## config.mk

```make
export PLATFORM = sky130hd
export DESIGN_NAME = rtc_bus_burst_ctrl_flat
export DESIGN_NICKNAME = d
export VERILOG_FILES = /design/src/rtl/rtc_bus_burst_ctrl_if.sv /design/src/rtl/rtc_bus_burst_ctrl.sv /design/src/flat_wrapper.sv
export SDC_FILE = /design/constraint.sdc
export NUM_CORES = 1
export LEC_CHECK = 0
export ABC_CLOCK_PERIOD_IN_PS = 4500
export BUFFER_PORTS_ARGS = -buffer_cell sky130_fd_sc_hd__buf_2
export CORE_MARGIN = 2
export CORE_UTILIZATION = 55
export DETAILED_ROUTE_END_ITERATION = 12
export PLACE_DENSITY = 0.93
export SETUP_SLACK_MARGIN = 0.2
export SLEW_MARGIN = 0
export SYNTH_ARGS = -nofsm -noshare
export SYNTH_HDL_FRONTEND = slang
export SYNTH_SLANG_ARGS = --single-unit
```

## constraint.sdc

```tcl
create_clock -name clk -period 4.5 [get_ports clk]
set_input_delay 0.45 -clock clk [delete_from_list [all_inputs] [get_ports clk]]
set_output_delay 0.45 -clock clk [all_outputs]
set_load 0.1 [all_outputs]
```

## src/rtl/rtc_bus_burst_ctrl_if.sv

```systemverilog
// Pad-side signal bundle of the RTC multiplexed address/data bus.
// The master drives the strobes and the output half of the tri-state pad.
interface rtc_bus_burst_ctrl_if #(
   parameter int DATA_W = 8
);
   logic              cs_n;
   logic              ad_n;
   logic              wr_n;
   logic              rd_n;
   logic              bus_oe;
   logic [DATA_W-1:0] bus_out;
   logic [DATA_W-1:0] bus_in;

   modport master (
      output cs_n, ad_n, wr_n, rd_n, bus_oe, bus_out,
      input  bus_in
   );

   modport slave (
      input  cs_n, ad_n, wr_n, rd_n, bus_oe, bus_out,
      output bus_in
   );
endinterface

```

## src/rtl/rtc_bus_burst_ctrl.sv

```systemverilog
// Burst master for the RTC multiplexed address/data bus (address phase, then data phase per register).
// Optional BCD check of read bytes is enabled by defining RTC_BCD_CHECK_EN.
module rtc_bus_burst_ctrl #(
   parameter int  DATA_W = 8,
   parameter int  NREG   = 9,
   parameter int  T_STB  = 4,
   parameter int  T_HLD  = 2,
   parameter int  T_GAP  = 2,
   localparam int CW     = $clog2(NREG + 1)
) (
   input  logic                   clk,
   input  logic                   reset,
   input  logic                   start,
   input  logic                   rw,
   input  logic [DATA_W-1:0]      base_addr,
   input  logic [CW-1:0]          count,
   input  logic [NREG*DATA_W-1:0] wr_data,
   output logic [NREG*DATA_W-1:0] rd_data,
   output logic                   busy,
   output logic                   done,
   output logic [NREG-1:0]        bcd_err,
   rtc_bus_burst_ctrl_if.master   bus
);

   localparam int TMAX = (T_STB > T_HLD) ? ((T_STB > T_GAP) ? T_STB : T_GAP)
                                         : ((T_HLD > T_GAP) ? T_HLD : T_GAP);
   localparam int TW   = (TMAX > 1) ? $clog2(TMAX) : 1;

   typedef enum logic [3:0] {
      S_IDLE, S_A_SET, S_A_STB, S_A_HLD, S_A_GAP,
      S_D_SET, S_D_STB, S_D_HLD, S_D_GAP, S_DONE
   } state_t;

   state_t                   state_r, state_nxt_s;
   logic [TW-1:0]            tmr_r;
   logic [CW-1:0]            k_r, k_nxt_s, cnt_r, cnt_clamp_s;
   logic                     rw_r;
   logic [DATA_W-1:0]        base_r, addr_nxt_s, wbyte_nxt_s;
   logic [NREG*DATA_W-1:0]   wdat_r;
   logic                     accept_s, capture_s;
   logic                     cs_n_nxt_s, ad_n_nxt_s, wr_n_nxt_s, rd_n_nxt_s, oe_nxt_s;
   logic [DATA_W-1:0]        out_nxt_s;
   logic                     cs_n_r, ad_n_r, wr_n_r, rd_n_r, oe_r;
   logic [DATA_W-1:0]        out_r;
   logic                     busy_r, done_r;

   // Timer reload value (cycles minus one) for a state entered next.
   function automatic logic [TW-1:0] dur_m1(input state_t s);
      case (s)
         S_A_STB, S_D_STB: dur_m1 = TW'(T_STB - 1);
         S_A_HLD, S_D_HLD: dur_m1 = TW'(T_HLD - 1);
         S_A_GAP, S_D_GAP: dur_m1 = TW'(T_GAP - 1);
         default:          dur_m1 = TW'(0);
      endcase
   endfunction

   assign accept_s    = start && ((state_r == S_IDLE) || (state_r == S_DONE));
   assign cnt_clamp_s = (count > CW'(NREG)) ? CW'(NREG) : count;
   assign capture_s   = (state_r == S_D_STB) && (tmr_r == TW'(0)) && rw_r;

   // Next-state and register-index sequencing.
   always_comb begin
      state_nxt_s = state_r;
      k_nxt_s     = k_r;
      case (state_r)
         S_IDLE, S_DONE: begin
            if (accept_s) begin
               state_nxt_s = (cnt_clamp_s == CW'(0)) ? S_DONE : S_A_SET;
               k_nxt_s     = CW'(0);
            end else begin
               state_nxt_s = S_IDLE;
            end
         end
         S_A_SET: state_nxt_s = S_A_STB;
         S_A_STB: state_nxt_s = (tmr_r == TW'(0)) ? S_A_HLD : S_A_STB;
         S_A_HLD: state_nxt_s = (tmr_r == TW'(0)) ? S_A_GAP : S_A_HLD;
         S_A_GAP: state_nxt_s = (tmr_r == TW'(0)) ? S_D_SET : S_A_GAP;
         S_D_SET: state_nxt_s = S_D_STB;
         S_D_STB: state_nxt_s = (tmr_r == TW'(0)) ? S_D_HLD : S_D_STB;
         S_D_HLD: state_nxt_s = (tmr_r == TW'(0)) ? S_D_GAP : S_D_HLD;
         S_D_GAP: begin
            if (tmr_r != TW'(0)) begin
               state_nxt_s = S_D_GAP;
            end else if ((k_r + CW'(1)) < cnt_r) begin
               state_nxt_s = S_A_SET;
               k_nxt_s     = k_r + CW'(1);
            end else begin
               state_nxt_s = S_DONE;
            end
         end
         default: state_nxt_s = S_IDLE;
      endcase
   end

   // On accept the address comes straight from the request, since it is not latched yet.
   assign addr_nxt_s  = (accept_s ? base_addr : base_r) + DATA_W'(k_nxt_s);
   assign wbyte_nxt_s = wdat_r[k_nxt_s*DATA_W +: DATA_W];

   // Pin values for the state being entered, so the registered pins line up with the state.
   always_comb begin
      cs_n_nxt_s = 1'b1;
      ad_n_nxt_s = 1'b1;
      wr_n_nxt_s = 1'b1;
      rd_n_nxt_s = 1'b1;
      oe_nxt_s   = 1'b0;
      out_nxt_s  = '0;
      case (state_nxt_s)
         S_A_SET, S_A_STB, S_A_HLD: begin
            cs_n_nxt_s = 1'b0;
            ad_n_nxt_s = 1'b0;
            wr_n_nxt_s = (state_nxt_s == S_A_STB) ? 1'b0 : 1'b1;
            oe_nxt_s   = 1'b1;
            out_nxt_s  = addr_nxt_s;
         end
         S_D_SET, S_D_STB, S_D_HLD: begin
            cs_n_nxt_s = 1'b0;
            wr_n_nxt_s = ((state_nxt_s == S_D_STB) && !rw_r) ? 1'b0 : 1'b1;
            rd_n_nxt_s = ((state_nxt_s == S_D_STB) && rw_r) ? 1'b0 : 1'b1;
            oe_nxt_s   = !rw_r;
            out_nxt_s  = rw_r ? {DATA_W{1'b0}} : wbyte_nxt_s;
         end
         default: begin
            cs_n_nxt_s = 1'b1;
         end
      endcase
   end

   // FSM state, phase timer, request latches and registered outputs.
   always_ff @(posedge clk or negedge reset) begin
      if (!reset) begin
         state_r <= S_IDLE;
         tmr_r   <= '0;
         k_r     <= '0;
         cnt_r   <= '0;
         rw_r    <= 1'b0;
         base_r  <= '0;
         wdat_r  <= '0;
         cs_n_r  <= 1'b1;
         ad_n_r  <= 1'b1;
         wr_n_r  <= 1'b1;
         rd_n_r  <= 1'b1;
         oe_r    <= 1'b0;
         out_r   <= '0;
         busy_r  <= 1'b0;
         done_r  <= 1'b0;
      end else begin
         state_r <= state_nxt_s;
         tmr_r   <= ((state_nxt_s != state_r) || (tmr_r == TW'(0))) ? dur_m1(state_nxt_s)
                                                                    : tmr_r - TW'(1);
         k_r     <= k_nxt_s;
         if (accept_s) begin
            cnt_r  <= cnt_clamp_s;
            rw_r   <= rw;
            base_r <= base_addr;
            wdat_r <= wr_data;
         end
         cs_n_r <= cs_n_nxt_s;
         ad_n_r <= ad_n_nxt_s;
         wr_n_r <= wr_n_nxt_s;
         rd_n_r <= rd_n_nxt_s;
         oe_r   <= oe_nxt_s;
         out_r  <= out_nxt_s;
         busy_r <= (state_nxt_s != S_IDLE) && (state_nxt_s != S_DONE);
         done_r <= (state_nxt_s == S_DONE);
      end
   end

   // Read capture on the last strobe cycle; bytes not read keep their value.
   always_ff @(posedge clk or negedge reset) begin
      if (!reset) begin
         rd_data <= '0;
      end else if (capture_s) begin
         rd_data[k_r*DATA_W +: DATA_W] <= bus.bus_in;
      end else begin
         rd_data <= rd_data;
      end
   end

`ifdef RTC_BCD_CHECK_EN
   // Flags a byte holding any nibble above 9.
   function automatic logic bcd_bad(input logic [DATA_W-1:0] b);
      logic bad;
      bad = 1'b0;
      for (int i = 0; i < DATA_W / 4; i++) begin
         bad = bad | (b[i*4 +: 4] > 4'd9);
      end
      return bad;
   endfunction

   // Per-register BCD flags: cleared by a new read burst, updated at each capture.
   always_ff @(posedge clk or negedge reset) begin
      if (!reset) begin
         bcd_err <= '0;
      end else if (accept_s && rw) begin
         bcd_err <= '0;
      end else if (capture_s) begin
         bcd_err[k_r] <= bcd_bad(bus.bus_in);
      end else begin
         bcd_err <= bcd_err;
      end
   end
`else
   assign bcd_err = '0;
`endif

   assign bus.cs_n    = cs_n_r;
   assign bus.ad_n    = ad_n_r;
   assign bus.wr_n    = wr_n_r;
   assign bus.rd_n    = rd_n_r;
   assign bus.bus_oe  = oe_r;
   assign bus.bus_out = out_r;
   assign busy        = busy_r;
   assign done        = done_r;

endmodule

```

## src/flat_wrapper.sv

```systemverilog
// flat-port wrapper written by rule: the top's interface ports become plain ports
module rtc_bus_burst_ctrl_flat 
#(
   parameter int  DATA_W = 8,
   parameter int  NREG   = 9,
   parameter int  T_STB  = 4,
   parameter int  T_HLD  = 2,
   parameter int  T_GAP  = 2,
   localparam int CW     = $clog2(NREG + 1)
)
  (clk, reset, start, rw, base_addr, count, wr_data, rd_data, busy, done, bcd_err, bus_cs_n, bus_ad_n, bus_wr_n, bus_rd_n, bus_bus_oe, bus_bus_out, bus_bus_in);
  rtc_bus_burst_ctrl_if #(.DATA_W(DATA_W)) bus_i ();
  input  logic clk;
  input  logic reset;
  input  logic start;
  input  logic rw;
  input  logic [DATA_W-1:0] base_addr;
  input  logic [CW-1:0] count;
  input  logic [NREG*DATA_W-1:0] wr_data;
  output logic [NREG*DATA_W-1:0] rd_data;
  output logic busy;
  output logic done;
  output logic [NREG-1:0] bcd_err;
  output wire logic [$bits(bus_i.cs_n)-1:0] bus_cs_n;
  output wire logic [$bits(bus_i.ad_n)-1:0] bus_ad_n;
  output wire logic [$bits(bus_i.wr_n)-1:0] bus_wr_n;
  output wire logic [$bits(bus_i.rd_n)-1:0] bus_rd_n;
  output wire logic [$bits(bus_i.bus_oe)-1:0] bus_bus_oe;
  output wire logic [$bits(bus_i.bus_out)-1:0] bus_bus_out;
  input wire logic [$bits(bus_i.bus_in)-1:0] bus_bus_in;
  assign bus_cs_n = bus_i.cs_n;
  assign bus_ad_n = bus_i.ad_n;
  assign bus_wr_n = bus_i.wr_n;
  assign bus_rd_n = bus_i.rd_n;
  assign bus_bus_oe = bus_i.bus_oe;
  assign bus_bus_out = bus_i.bus_out;
  assign bus_i.bus_in = bus_bus_in;
  rtc_bus_burst_ctrl #(.DATA_W(DATA_W), .NREG(NREG), .T_STB(T_STB), .T_HLD(T_HLD), .T_GAP(T_GAP)) u_core (.clk(clk), .reset(reset), .start(start), .rw(rw), .base_addr(base_addr), .count(count), .wr_data(wr_data), .rd_data(rd_data), .busy(busy), .done(done), .bcd_err(bcd_err), .bus(bus_i));
endmodule
```

Word-level counts from Yosys, hierarchy flattened
Cells that the tools add are included.

cells by class
  magnitude comparators = 2
  eq/ne operators = 20
  reductions and logical operators = 20
  add/sub/neg operators = 4
  shift operators = 3
  multiplexer cells = 29

operators by type and width
  kind                                                                     count
  72-bit bitwise mux                                                       1
  8-bit by 34-bit variable shift with 72-bit output, first input constant  1
  72-bit by 8-bit indexed part select with 8-bit output                    1
  8-bit by 34-bit indexed part select with 72-bit output                   1
  4-bit two-way mux                                                        9
  4-bit one-hot mux with 9 select lines                                    1
  7-bit negator with 34-bit output                                         1
  4-bit by 3-bit == test with 1-bit output, second input constant          8
  4-bit by 2-bit == test with 1-bit output, second input constant          4
  4-bit == test, second input constant                                     4
  8-bit two-way mux                                                        2
  8-bit one-hot mux with 2 select lines                                    1
  1-bit two-way mux                                                        9
  8-bit by 4-bit adder with 8-bit output                                   1
  4-bit by 1-bit == test with 1-bit output, second input constant          2
  4-bit zero test                                                          2
  4-bit one-hot mux with 2 select lines                                    1
  1-bit logical AND                                                        6
  3-bit OR reduction                                                       2
  6-bit OR reduction                                                       1
  4-bit by 1-bit adder with 4-bit output, second input constant            1
  4-bit > comparator, second input constant                                1
  4-bit < comparator                                                       1
  4-bit != test                                                            1
  other kinds (13)                                                         16

word-level totals
  bits in registers = 182
  bits of input ports = 96
  output and inout port bits = 96

Depth between registers and ports, before layout
Gate-level depths: netlist of run 1.

  depth after elaboration = 10
  mapped depth = 17

Worst setup path before layout of run 1
Ideal clock, no wire load.

  path kind = register -> register
  from = register u_core.k_r[0]
  to = register u_core.out_r[6], in the netlist u_core.bus.bus_out[6]
  setup slack = 679 ps
  required time = 4429 ps
  library setup time = 71 ps
  period minus slack after synthesis = 3821 ps
  arrival = 3750 ps
  cell stages (with the launch flop) = 17
  path through = dfrtp_1 > clkbuf_1 > inv_1 > ha_1 > ha_1 > o211ai_1 > o211a_4 > a21oi_2 > a211oi_4 > inv_2 > buf_4 > ha_1 > and2_1 > a22o_1 > a2111oi_0 > o31ai_1 > nand4_1

on the way
  longest elaborated chain between the ends = 8

ends and longest elaborated chain
  what                                                   line                                                RTL
  start: declaration                                     rtc_bus_burst_ctrl.sv:36                            logic [CW-1:0] k_r, k_nxt_s, cnt_r, cnt_clamp_s;
  start signal: assignment                               rtc_bus_burst_ctrl.sv:150                           k_r <= k_nxt_s;
  4-bit by 1-bit adder with 4-bit output *               rtc_bus_burst_ctrl.sv:84, rtc_bus_burst_ctrl.sv:86
  4-bit < comparator                                     rtc_bus_burst_ctrl.sv:84                            end else if ((k_r + CW'(1)) < cnt_r) begin
  4-bit two-way mux *                                    rtc_bus_burst_ctrl.sv:84
  4-bit two-way mux *                                    rtc_bus_burst_ctrl.sv:82                            if (tmr_r != TW'(0)) begin
  4-bit one-hot mux with 2 select lines *                rtc_bus_burst_ctrl.sv:65                            case (state_r)
  named net u_core.k_nxt_s[2]                            rtc_bus_burst_ctrl.sv:36
  72-bit by 8-bit indexed part select with 8-bit output  rtc_bus_burst_ctrl.sv:97                            assign wbyte_nxt_s = wdat_r[k_nxt_s*DATA_W +: DATA_W];
  8-bit two-way mux                                      rtc_bus_burst_ctrl.sv:120                           out_nxt_s = rw_r ? {DATA_W{1'b0}} : wbyte_nxt_s;
  8-bit one-hot mux with 2 select lines *                rtc_bus_burst_ctrl.sv:107                           case (state_nxt_s)
  named net u_core.out_nxt_s[6]                          rtc_bus_burst_ctrl.sv:42                            logic [DATA_W-1:0] out_nxt_s;
  end signal: assignment                                 rtc_bus_burst_ctrl.sv:162                           out_r <= out_nxt_s;
  end: declaration                                       rtc_bus_burst_ctrl.sv:44                            logic [DATA_W-1:0] out_r;

Mark *: on every way through the listed nets, which the timed path passes. The rest lies on a longest branch.
A chain may end at the register's enable or synchronous reset.

Worst setup path in the final report of run 1
  from = register u_core.k_r[0]
  to = register u_core.out_r[6], in the netlist u_core.bus.bus_out[6]

on the way
  longest elaborated chain between the ends = 8

ends and longest elaborated chain
  what                                                                                                   line
  4-bit by 1-bit adder with 4-bit output                                                                 rtc_bus_burst_ctrl.sv:84, rtc_bus_burst_ctrl.sv:86
  4-bit < comparator                                                                                     rtc_bus_burst_ctrl.sv:84
  4-bit two-way mux                                                                                      rtc_bus_burst_ctrl.sv:84
  4-bit two-way mux                                                                                      rtc_bus_burst_ctrl.sv:82
  4-bit one-hot mux with 2 select lines / 4-bit one-hot mux with 9 select lines (equally long branches)  rtc_bus_burst_ctrl.sv:65
  72-bit by 8-bit indexed part select with 8-bit output, or another cell as far along                    rtc_bus_burst_ctrl.sv:97
  8-bit two-way mux / 3-bit OR reduction (equally long branches)                                         -
  8-bit one-hot mux with 2 select lines *                                                                rtc_bus_burst_ctrl.sv:107
  named net u_core.out_nxt_s[6]                                                                          rtc_bus_burst_ctrl.sv:42

Marked as above.

==> results.toml, run 1 <==
[critical_path]
regToRegSetupSlack_ps = 360
path_max_fanout = 19
worst-setup-path-type = "register to register"
crit_arrival_ps = 4510
critPathRequiredTime_ps = 4870
end_kind = "register"
start_kind = "register"

[yosys]
ys.flop_type = "dfrtp_1"
avgSynthCellArea_um2 = 11.0
syn_inst = 794
synth_area_leaders = "dfrtp_1, mux2_2, nand2_1"
synth_edf_count = 0
synth.distinct_cells = 83
netlist.area_leader.share_pct = 51.2
yosys_warnings = 0
async_flop_share_pct = 100
yosysSeqAreaShare_pct = 52.4
synth_area_leader_cell = "dfrtp_1"
ys_ff_latch = 182
netlist_area_um2 = 8700

[grt]
grt_pass1_wl_um = 35200
globalRoute.totalOverflow = 0
grt_use_met1_pct = 35.1
grt_use_met2_pct = 44.7
grt_pass1_vias = 6684
grt_max_degree = 105
grt_use_total_pct = 27.3
grt_busiest_layer = "met2"
antenna_found_initial = 0
grt.met3_usage_pct = 5.74

[drt]
postRouteAntennaNets = 0
dr.pass1.iters = 6
vias = 6910
drc_errors = 0
first_iter_violations = 537
routed_wl_um = 22400
via_per_inst = 5.84
wl_per_cell_um = 18.9

[placement]
dpl.cell_count = 1152
dp_hpwl_um = 15900
place_ws_ps = 448
gp_congestion = 0.915
port_buffers = 182

[timing]
relSlewSlack_pct = 31.6
finalSetupTns_ps = 0
min_period_ps = 4140
grt_setup_unrepaired = "no"
finalClockSkew_ps = 7.16
tightest_slew_ps = 1020
fmax_mhz = 242
setup_viol = 0
hold_viol_final = 0
setup_slack_ps = 362
fin_crit_sh_pct = 92.0
drv_slew = 0

[clock_tree]
cts.sinks = 182
post_cts_buffers = 0
clkSlewWorstSetupHoldPaths_ps = 70
clock_latency_ps = 440
ctsHtreeMaxLevel = 4
numCtsBuffers = 17
ctsRootBufferMaster = "clkbuf_16"
cts.path.max_buffers = 2
cts_tree = "yes"

[layout]
num-nets-final = 1067
antennaDiodeCount = 0
area.growth.synth_to_final_pct = 18.2
ff_latch_area_um2 = 4560
final_util_pct = 67.2
nFillCells = 1109
stdcell_count = 1184
multiInputGateArea_um2 = 3740
drive_above_1_share_pct = 36.7

[flow_run]
maxCapViolations = 0

[floorplanning]
core_area_um2 = 15300
die_h_um = 130
die_x_um = 130
start_util_pct = 56.8
dieArea_um2 = 16800
num_io_pins = 192
row_count = 45

[power_and_ir_drop]
peakVddDrop_uv = 458
p_seq_share_pct = 37.8
internal-power_w = 0.00388
power_density_nw_per_um2 = 644
power_frac_comb_pct = 39.2
power.switching_w = 0.00275
power.share.clock_pct = 22.9
p_sw_share_pct = 41.5
p_leak_nw = 4.78

[outcome]
status = "completed"

[hold_path]
hold_class = "primary input to async pin"
## timing repair
| item | CTS | global route |
|---|---|---|
| resized for setup | 0 | 3 |
| endpoints found under the setup margin | 0 | 4 |
| hold buffers | 0 | 0 |
## state kept, by name, indices dropped and copies added, names as in the netlist
name                cells
u_core.bus.rd_n         1
u_core.state_r          4
u_core.wdat_r          72
u_core.busy             1
u_core.done             1
u_core.bus.cs_n         1
u_core.bus.wr_n         1
u_core.bus.bus_out      8
u_core.k_r              4
u_core.bus.ad_n         1
u_core.tmr_r            2
u_core.rw_r             1
u_core.bus.bus_oe       1
u_core.rd_data         72
u_core.cnt_r            4
u_core.base_r           8
## cell usage after synthesis, types with 8 or more instances
cell type / number
dfrtp_1: 178
nand3_1: 36
nor2_1: 20
inv_1: 32
buf_2: 12
o21ai_0: 53
o21ai_1: 20
buf_4: 15
a21oi_1: 18
mux2_2: 103
nand2_1: 109
clkbuf_1: 14
o31ai_1: 8
ha_1: 11
and3_1: 10
nand4_1: 10
## cells by family after synthesis
| logic type | synth area share (%) |
|---|---|
| AOI/OAI and AO/OA | 12.0 |
| xor gates and xnor gates | 1.19 |
| adders and majority gates | 1.74 |
| buffers and inverters | 5.09 |
| DFF | 52.4 |
| muxes | 14.0 |
| other | 0.0431 |
| and+or+nand+nor | 13.5 |
## cells in the final DEF (no fill, tap or decap), types with 8 or more instances in the layout
cell type,synthesis,routed
clkbuf_16,0,17
mux2_2,103,103
buf_2,12,181
o31ai_1,8,8
nand2_1,109,109
nor2_1,20,20
ha_1,11,11
nand4_1,10,10
a21oi_1,18,18
o21ai_0,53,53
dfrtp_1,178,177
o21ai_1,20,20
nand3_1,36,35
and3_1,10,10
inv_1,32,32
conb_1,1,9
## metal layers
| layer | wire length, um | part of all wire [%] |
|---|---|---|
| met4 | 810 | 3.6 |
| met3 | 1510 | 6.7 |
| met2 | 10900 | 49 |
| met1 | 9150 | 41 |
| met5 | 0 | 0 |
## cell type report
class                   count  area share (%)
clock buffers              19            4.40
flip-flops and latches    182            44.3
well taps                 211            2.57
multi-input cells         532            36.4
inverters                  38            1.43
clock inverters            13            1.48
repair buffers            189            9.42
## power groups by stage
stage	Clock (W)	Sequential, W	Combinational, W
finish	0.00152	0.00251	0.00260
global route	0.00161	0.00255	0.00278
CTS	0.00153	0.00249	0.00258
detailed placement	0	0.00251	0.00255
global placement	0	0.00248	0.00247
floorplan	0	0.00299	0.00151
## worst max-delay path, stage by stage, from the launching register on
cell and delay (ps):
dfrtp_2 480, inv_1 110, ha_1 390, ha_1 300, o211ai_1 300, o211a_4 280
a21oi_2 80, a211oi_4 400, inv_4 170, ha_1 370, and2_1 170, a22o_1 220
a2111oi_0 520, o31ai_1 170, nand4_1 90
## per-stage QoR
stage | area, um^2 | power (W) | hold WS [ps]
floorplan | 8730 | 0.00449 | 154
global placement | 9680 | 0.00495 | 457
detailed placement | 9680 | 0.00506 | 464
CTS | 10300 | 0.00660 | 175
global route | 10300 | 0.00694 | 204
finish | 10300 | 0.00663 | 131
## path summary, 6_finish.rpt
| path | from | endpoint | depth (start not counted) |
|---|---|---|---|
| min in group clk | wr_data[27] | u_core.wdat_r[27]$_DFFE_PN0P_ | 2 |
| max in group asynchronous | reset | u_core.k_r[0]$_DFF_PN0_ | 2 |
| min reg2reg | u_core.tmr_r[0]$_DFF_PN0_ | u_core.tmr_r[0]$_DFF_PN0_ | 1 |
| min | reset | u_core.state_r[0]$_DFF_PN0_ | 1 |
| max reg2reg | u_core.k_r[0]$_DFF_PN0_ | u_core.bus.bus_out[6]$_DFF_PN0_ | 14 |
| max | u_core.k_r[0]$_DFF_PN0_ | u_core.bus.bus_out[6]$_DFF_PN0_ | 14 |
Note: power is estimated with default switching activity, not from simulation.
==> run 2: changes to the inputs <==
--- a/config.mk
+++ b/config.mk
@@ -8,9 +8,9 @@
 export ABC_CLOCK_PERIOD_IN_PS = 4500
 export BUFFER_PORTS_ARGS = -buffer_cell sky130_fd_sc_hd__buf_2
 export CORE_MARGIN = 2
-export CORE_UTILIZATION = 55
+export CORE_UTILIZATION = 35
 export DETAILED_ROUTE_END_ITERATION = 12
-export PLACE_DENSITY = 0.93
+export PLACE_DENSITY = 0.68
 export SETUP_SLACK_MARGIN = 0.2
 export SLEW_MARGIN = 0
 export SYNTH_ARGS = -nofsm -noshare
==> run 2 against run 1 <==
  * Flip-flop and latch count unchanged
  * Wire length up 2.2%
  * Hold slack worse by 74 ps
  * Register-to-register slack better by 130 ps
  * Design area up 1.2%
  * Core utilization down 25 points
  * Maximum frequency up 3.3%
  * Worst setup slack better by 130 ps
  * Die area up 55%
  * Total power down 1.7%
  * Critical path type unchanged
  * Highest routed layer unchanged
==> results.toml, run 2 (synthesis gave the netlist of run 1 again) <==
[critical_path]
r2r_cells = 15
critPathMaxStageDelay_ps = 470
end_kind = "register"
path_cells = "inv_1 -> ha_1 -> ha_1 -> o211ai_1 -> o211a_4 -> a21oi_2 -> a211oi_4 -> inv_2 -> ha_1 -> nand2_1 -> a31oi_1 -> o31ai_1 -> a31oi_1 -> mux2i_1 -> o211ai_1"
critPathRequiredTime_ps = 4810
path_max_fanout = 19
r2r-end = "u_core.bus.bus_out[7]$_DFF_PN0_"
crit_arrival_ps = 4310
cpMostUsedCell = "ha_1"
timing.rr.start = "u_core.k_r[0]$_DFF_PN0_"
worst-setup-path-type = "register to register"
regToRegSetupSlack_ps = 490
critPathSlowestCell = "dfrtp_2"
start_kind = "register"

[drt]
wl_per_cell_um = 17.6
via_per_inst = 5.09
routed_wl_um = 22900
drc_errors = 0
postRouteAntennaNets = 0
dr.pass1.iters = 5
first_iter_violations = 372
vias = 6608

[clock_tree]
clkSlewWorstSetupHoldPaths_ps = 70
numCtsBuffers = 17
clock_latency_ps = 430
post_cts_buffers = 0
ctsHtreeMaxLevel = 4
hold_buffers = 0
ctsRootBufferMaster = "clkbuf_16"
cts.sinks = 182
cts_tree = "yes"
cts.path.max_buffers = 2

[floorplanning]
dieArea_um2 = 26100
die_h_um = 162
num_io_pins = 192
row_count = 57
start_util_pct = 35.7
die_x_um = 162
core_area_um2 = 24400

[layout]
layout_commonest_cell = "buf_2"
num-nets-final = 1068
reg_top3 = "u_core.rd_data: 72 flops, u_core.wdat_r: 72 flops"
stdcell_count = 1298
area.growth.synth_to_final_pct = 19.6
ff_latch_area_um2 = 4560
layout_common_cells = "buf_2, dfrtp_1, nand2_1"
antennaDiodeCount = 0
multiInputGateArea_um2 = 3750
drive_above_1_share_pct = 36.7
nFillCells = 2359

[hold_path]
hold_class = "primary input to async pin"

[timing]
relSlewSlack_pct = 33.3
setup_viol = 0
whs_ps = 56.8
fin_crit_sh_pct = 89.0
setup_slack_ps = 495
fmax_mhz = 250
finalSetupTns_ps = 0
min_period_ps = 4010
tightest_slew_ps = 992
grt_setup_unrepaired = "no"
hold_viol_final = 0
drv_slew = 0
finalClockSkew_ps = 11.8

[outcome]
status = "completed"

[grt]
antenna_found_initial = 0
grt_max_degree = 88
grt.met3_usage_pct = 3.83
grt_busiest_layer = "met2"
grt_pass1_wl_um = 36800
grt_use_met1_pct = 24.0
globalRoute.totalOverflow = 0
grt_pass1_vias = 6618
grt_use_total_pct = 18.0
grt_use_met2_pct = 29.8

[placement]
dp_hpwl_um = 16900
place_ws_ps = 453
port_buffers = 182
gp_congestion = 0.905
dpl.cell_count = 1266

[power_and_ir_drop]
peakVddDrop_uv = 378
p_total_w = 0.00652
p_leak_nw = 4.75
power_density_nw_per_um2 = 626

[flow_run]
maxCapViolations = 0
## run 2: cell types whose count changed in the layout (fill, tap and decap cells not counted), sizes merged
cell,change
buf,+1
clkinvlp,+3
clkinv,-1
inv,-2
## run 2: worst max-delay path by stage
stage / startpoint / to / slack (ps)
3_5_place_dp: u_core.k_r[0]$_DFF_PN0_ / u_core.bus.bus_out[7]$_DFF_PN0_ / 450
2_1_floorplan: u_core.k_r[0]$_DFF_PN0_ / u_core.bus.bus_out[6]$_DFF_PN0_ / 680
5_1_grt: u_core.k_r[0]$_DFF_PN0_ / u_core.bus.bus_out[7]$_DFF_PN0_ / 210
6_report: u_core.k_r[0]$_DFF_PN0_ / u_core.bus.bus_out[7]$_DFF_PN0_ / 490
3_3_place_gp: u_core.k_r[0]$_DFF_PN0_ / u_core.bus.bus_out[4]$_DFF_PN0_ / 590
4_1_cts: u_core.k_r[0]$_DFF_PN0_ / u_core.bus.bus_out[6]$_DFF_PN0_ / 420
## run 2: stage by stage
stage | cell area [um^2] | utilization, %
floorplan | 8730 | -
global placement | 9830 | 40.3
detailed placement | 9830 | 40.3
CTS | 10400 | 42.6
global route | 10400 | 42.7
finish | 10400 | 42.7
## run 2: what timing repair did
item	4_1_cts	5_1_grt
endpoints found under the setup margin	0	4
resized for setup	0	2
hold endpoints to repair	0	0
## run 2: critical path: cells and delay by family (launching register included)
kind,cells,cell delay [ps]
AND/OR/NAND/NOR,1,90
buffers and inverters,2,350
AO/OA/AOI/OAI,8,1660
flip-flops,1,470
multiplexers,1,200
adder cells (fa/ha/maj),3,1100
## run 2: area by class of cell
type	count	share of cell area, %
sequential	182	43.8
multi-input combinational	532	36.0
timing repair buffer	190	9.39
clock buffer	19	4.16
tap	324	3.89
inverter	38	1.39
clock inverter	13	1.33
## run 2: layer usage
layer	vias up	part of all wire [%]	routed length, um
li1	3136	-	-
met1	3199	45	10200
met2	250	47	10900
met3	23	6.5	1490
met4	0	1.4	313
met5	-	0	0
## run 2: report_power, final
group	internal [W]	total, W	switching, W
combinational	0.000904	0.00256	0.00166
sequential	0.00215	0.00249	0.000334
clock	0.000782	0.00147	0.000685
total	0.00384	0.00652	0.00268
==> run 3: changes to the inputs <==
--- a/config.mk
+++ b/config.mk
@@ -10,7 +10,9 @@
 export CORE_MARGIN = 2
 export CORE_UTILIZATION = 35
 export DETAILED_ROUTE_END_ITERATION = 12
+export GPL_ROUTABILITY_DRIVEN = 0
 export PLACE_DENSITY = 0.68
+export REMOVE_ABC_BUFFERS = 1
 export SETUP_SLACK_MARGIN = 0.2
 export SLEW_MARGIN = 0
 export SYNTH_ARGS = -nofsm -noshare
==> run 3 against run 2 <==
  * Via count is essentially flat
  * Total power about the same
  * Count of clock-buffer cells in the layout down 1
  * Sequential share of layout area decreased by 0.18 points
  * Register-to-register slack better by 30 ps
  * Sequential power about the same
  * First-iteration DRC count grew 30%
  * Combinational power hardly changed
  * Die area unchanged
  * Non-clock buffer count is 2 higher
  * Final cell count rose by 0.31%
  * Maximum frequency rose by 0.88%
  * Critical endpoint is now u_core.bus.bus_out[6]$_DFF_PN0_
  * Largest power group unchanged
==> results.toml, run 3 (synthesis gave the netlist of run 1 again) <==
[floorplanning]
core_area_um2 = 24400
row_count = 57
dieArea_um2 = 26100
die_h_um = 162
die_x_um = 162
start_util_pct = 35.7
num_io_pins = 192

[critical_path]
path_max_fanout = 16
crit_arrival_ps = 4320
cp.buffers_inverters = 2
critPathTopFamily = "compound AO/OA/AOI/OAI gates"
worst-setup-path-type = "register to register"
startpoint = "u_core.k_r[0]$_DFF_PN0_"
start_kind = "register"
end_kind = "register"
r2r_cells = 15
path_cells = "buf_4 -> ha_1 -> xor2_1 -> ha_1 -> o211ai_1 -> o211ai_2 -> nor4_1 -> a211oi_4 -> inv_2 -> ha_1 -> and2_1 -> a22o_1 -> a2111oi_1 -> o31ai_1 -> nand4_1"
r2r-end = "u_core.bus.bus_out[6]$_DFF_PN0_"
cpMostUsedCell = "ha_1"
timing.rr.start = "u_core.k_r[0]$_DFF_PN0_"
critPathSlowestCell = "dfrtp_1"
cp.depth = 15
critPathMaxStageDelay_ps = 450
crit_end = "u_core.bus.bus_out[6]$_DFF_PN0_"
critPathRequiredTime_ps = 4850
regToRegSetupSlack_ps = 530

[drt]
drc_errors = 0
postRouteAntennaNets = 0
routed_wl_um = 22500
wl_per_cell_um = 17.3
met1_length_um = 10500
dr.pass1.iters = 6
dr_wl_met2_um = 10200
wl_met3_um = 1480
via_per_inst = 5.07
dr.max_layer_used = "met4"
vias = 6602
first_iter_violations = 485

[clock_tree]
ctsHtreeMaxLevel = 4
clkSlewWorstSetupHoldPaths_ps = 70
numCtsBuffers = 17
clock_latency_ps = 430
cts_tree = "yes"
cts.sinks = 182
ctsRootBufferMaster = "clkbuf_16"
cts.path.max_buffers = 2

[grt]
grt_pass1_wl_um = 35600
grt_pass1_vias = 6449
grt_max_degree = 129
grt_use_total_pct = 17.4
antenna_found_initial = 1
globalRoute.totalOverflow = 0

[layout]
layout_common_cells = "buf_2, dfrtp_1, nand2_1"
multiInputGateArea_um2 = 3740
num-nets-final = 1070
drive_above_1_share_pct = 36.7
area.growth.synth_to_final_pct = 20.1
layout_commonest_cell = "buf_2"
final_design_area_no_fill_um2 = 10400
stdcell_count = 1302
nFillCells = 2360
final_util_pct = 42.8
reg_top3 = "u_core.rd_data: 72 flops, u_core.wdat_r: 72 flops"
ff_latch_area_um2 = 4560

[outcome]
status = "completed"

[placement]
place_ws_ps = 517
place_area_um2 = 9850
dp_hpwl_um = 16400
port_buffers = 182
dpl.cell_count = 1267

[power_and_ir_drop]
power_density_nw_per_um2 = 624
p_leak_nw = 4.78
peakVddDrop_uv = 279

[timing]
fin_crit_sh_pct = 88.2
setup_viol = 0
drv_slew = 0
fmax_mhz = 252
relSlewSlack_pct = 37.2
finalClockSkew_ps = 11.3
whs_ps = 240
min_period_ps = 3970
hold_viol_final = 0
grt_setup_unrepaired = "no"
tightest_slew_ps = 942
setup_slack_ps = 530

[flow_run]
maxCapViolations = 0

[hold_path]
hold_class = "primary input to register"
-- run 3: cell count changes in the layout (fill, tap and decap cells not counted), sizes merged --
cell / before / now
clkinv: 2 / 5
diode: 0 / 2
buf: 190 / 191
clkbuf: 19 / 18
clkinvlp: 5 / 4
dlygate4sd3: 0 / 1
inv: 43 / 42
-- run 3: final cells by class --
class / instances / area share [%]
Inverter: 38 / 1.41
Timing Repair Buffer: 192 / 9.64
Clock buffer: 18 / 4.20
Antenna cell: 2 / 0.0479
Multi-Input combinational cell: 532 / 35.8
Clock inverter: 14 / 1.35
Tap cell: 324 / 3.88
Sequential cell: 182 / 43.6
-- run 3: per-stage QoR --
step | power, W | setup TNS (ps)
CTS | 0.00656 | 0
floorplan | 0.00443 | -2640
finish | 0.00652 | 0
global route | 0.00688 | 0
detailed placement | 0.00506 | 0
global placement | 0.00500 | 0
-- run 3: layer usage --
layer / GRT usage [%] / vias to the layer above
li1: - / 3144
met1: 24.6 / 3210
met2: 26.9 / 229
met3: 4.57 / 19
met4: 4.38 / 0
met5: 0 / -
-- run 3: worst min path at each step --
stage | to | start | slack (ps) | cells after the start
after detailed placement | u_core.rd_data[23]$_DFFE_PN0P_ | reset | 440 | 1
after floorplan | u_core.base_r[0]$_DFF_PN0_ | reset | 150 | 0
after global routing | u_core.wdat_r[13]$_DFFE_PN0P_ | wr_data[13] | 220 | 2
final | u_core.wdat_r[1]$_DFFE_PN0P_ | wr_data[1] | 240 | 2
after global placement | u_core.rd_data[19]$_DFFE_PN0P_ | reset | 440 | 1
after CTS | u_core.wdat_r[1]$_DFFE_PN0P_ | wr_data[1] | 220 | 2
-- run 3: what timing repair did --
| item | 4_1_cts | 5_1_grt |
|---|---|---|
| hold buffers | 1 | 0 |
| gates resized for setup | 0 | 3 |
| setup endpoints to repair | 0 | 1 |
| endpoints found under the hold margin | 54 | 0 |
| buffers inserted | 0 | 0 |
-- run 3: power by group --
group,switching (W),internal (W)
combinational,0.00165,0.000905
clock,0.000681,0.000791
sequential,0.000338,0.00215
-- run 3: worst reg2reg max path, cell delays in order (launching register included) --
cell and delay, ps:
dfrtp_1 450, buf_4 230, ha_1 260, xor2_1 160, ha_1 280, o211ai_1 140, o211ai_2 350, nor4_1 130
a211oi_4 420, inv_2 70, ha_1 350, and2_1 170, a22o_1 210, a2111oi_1 420, o31ai_1 150, nand4_1 110
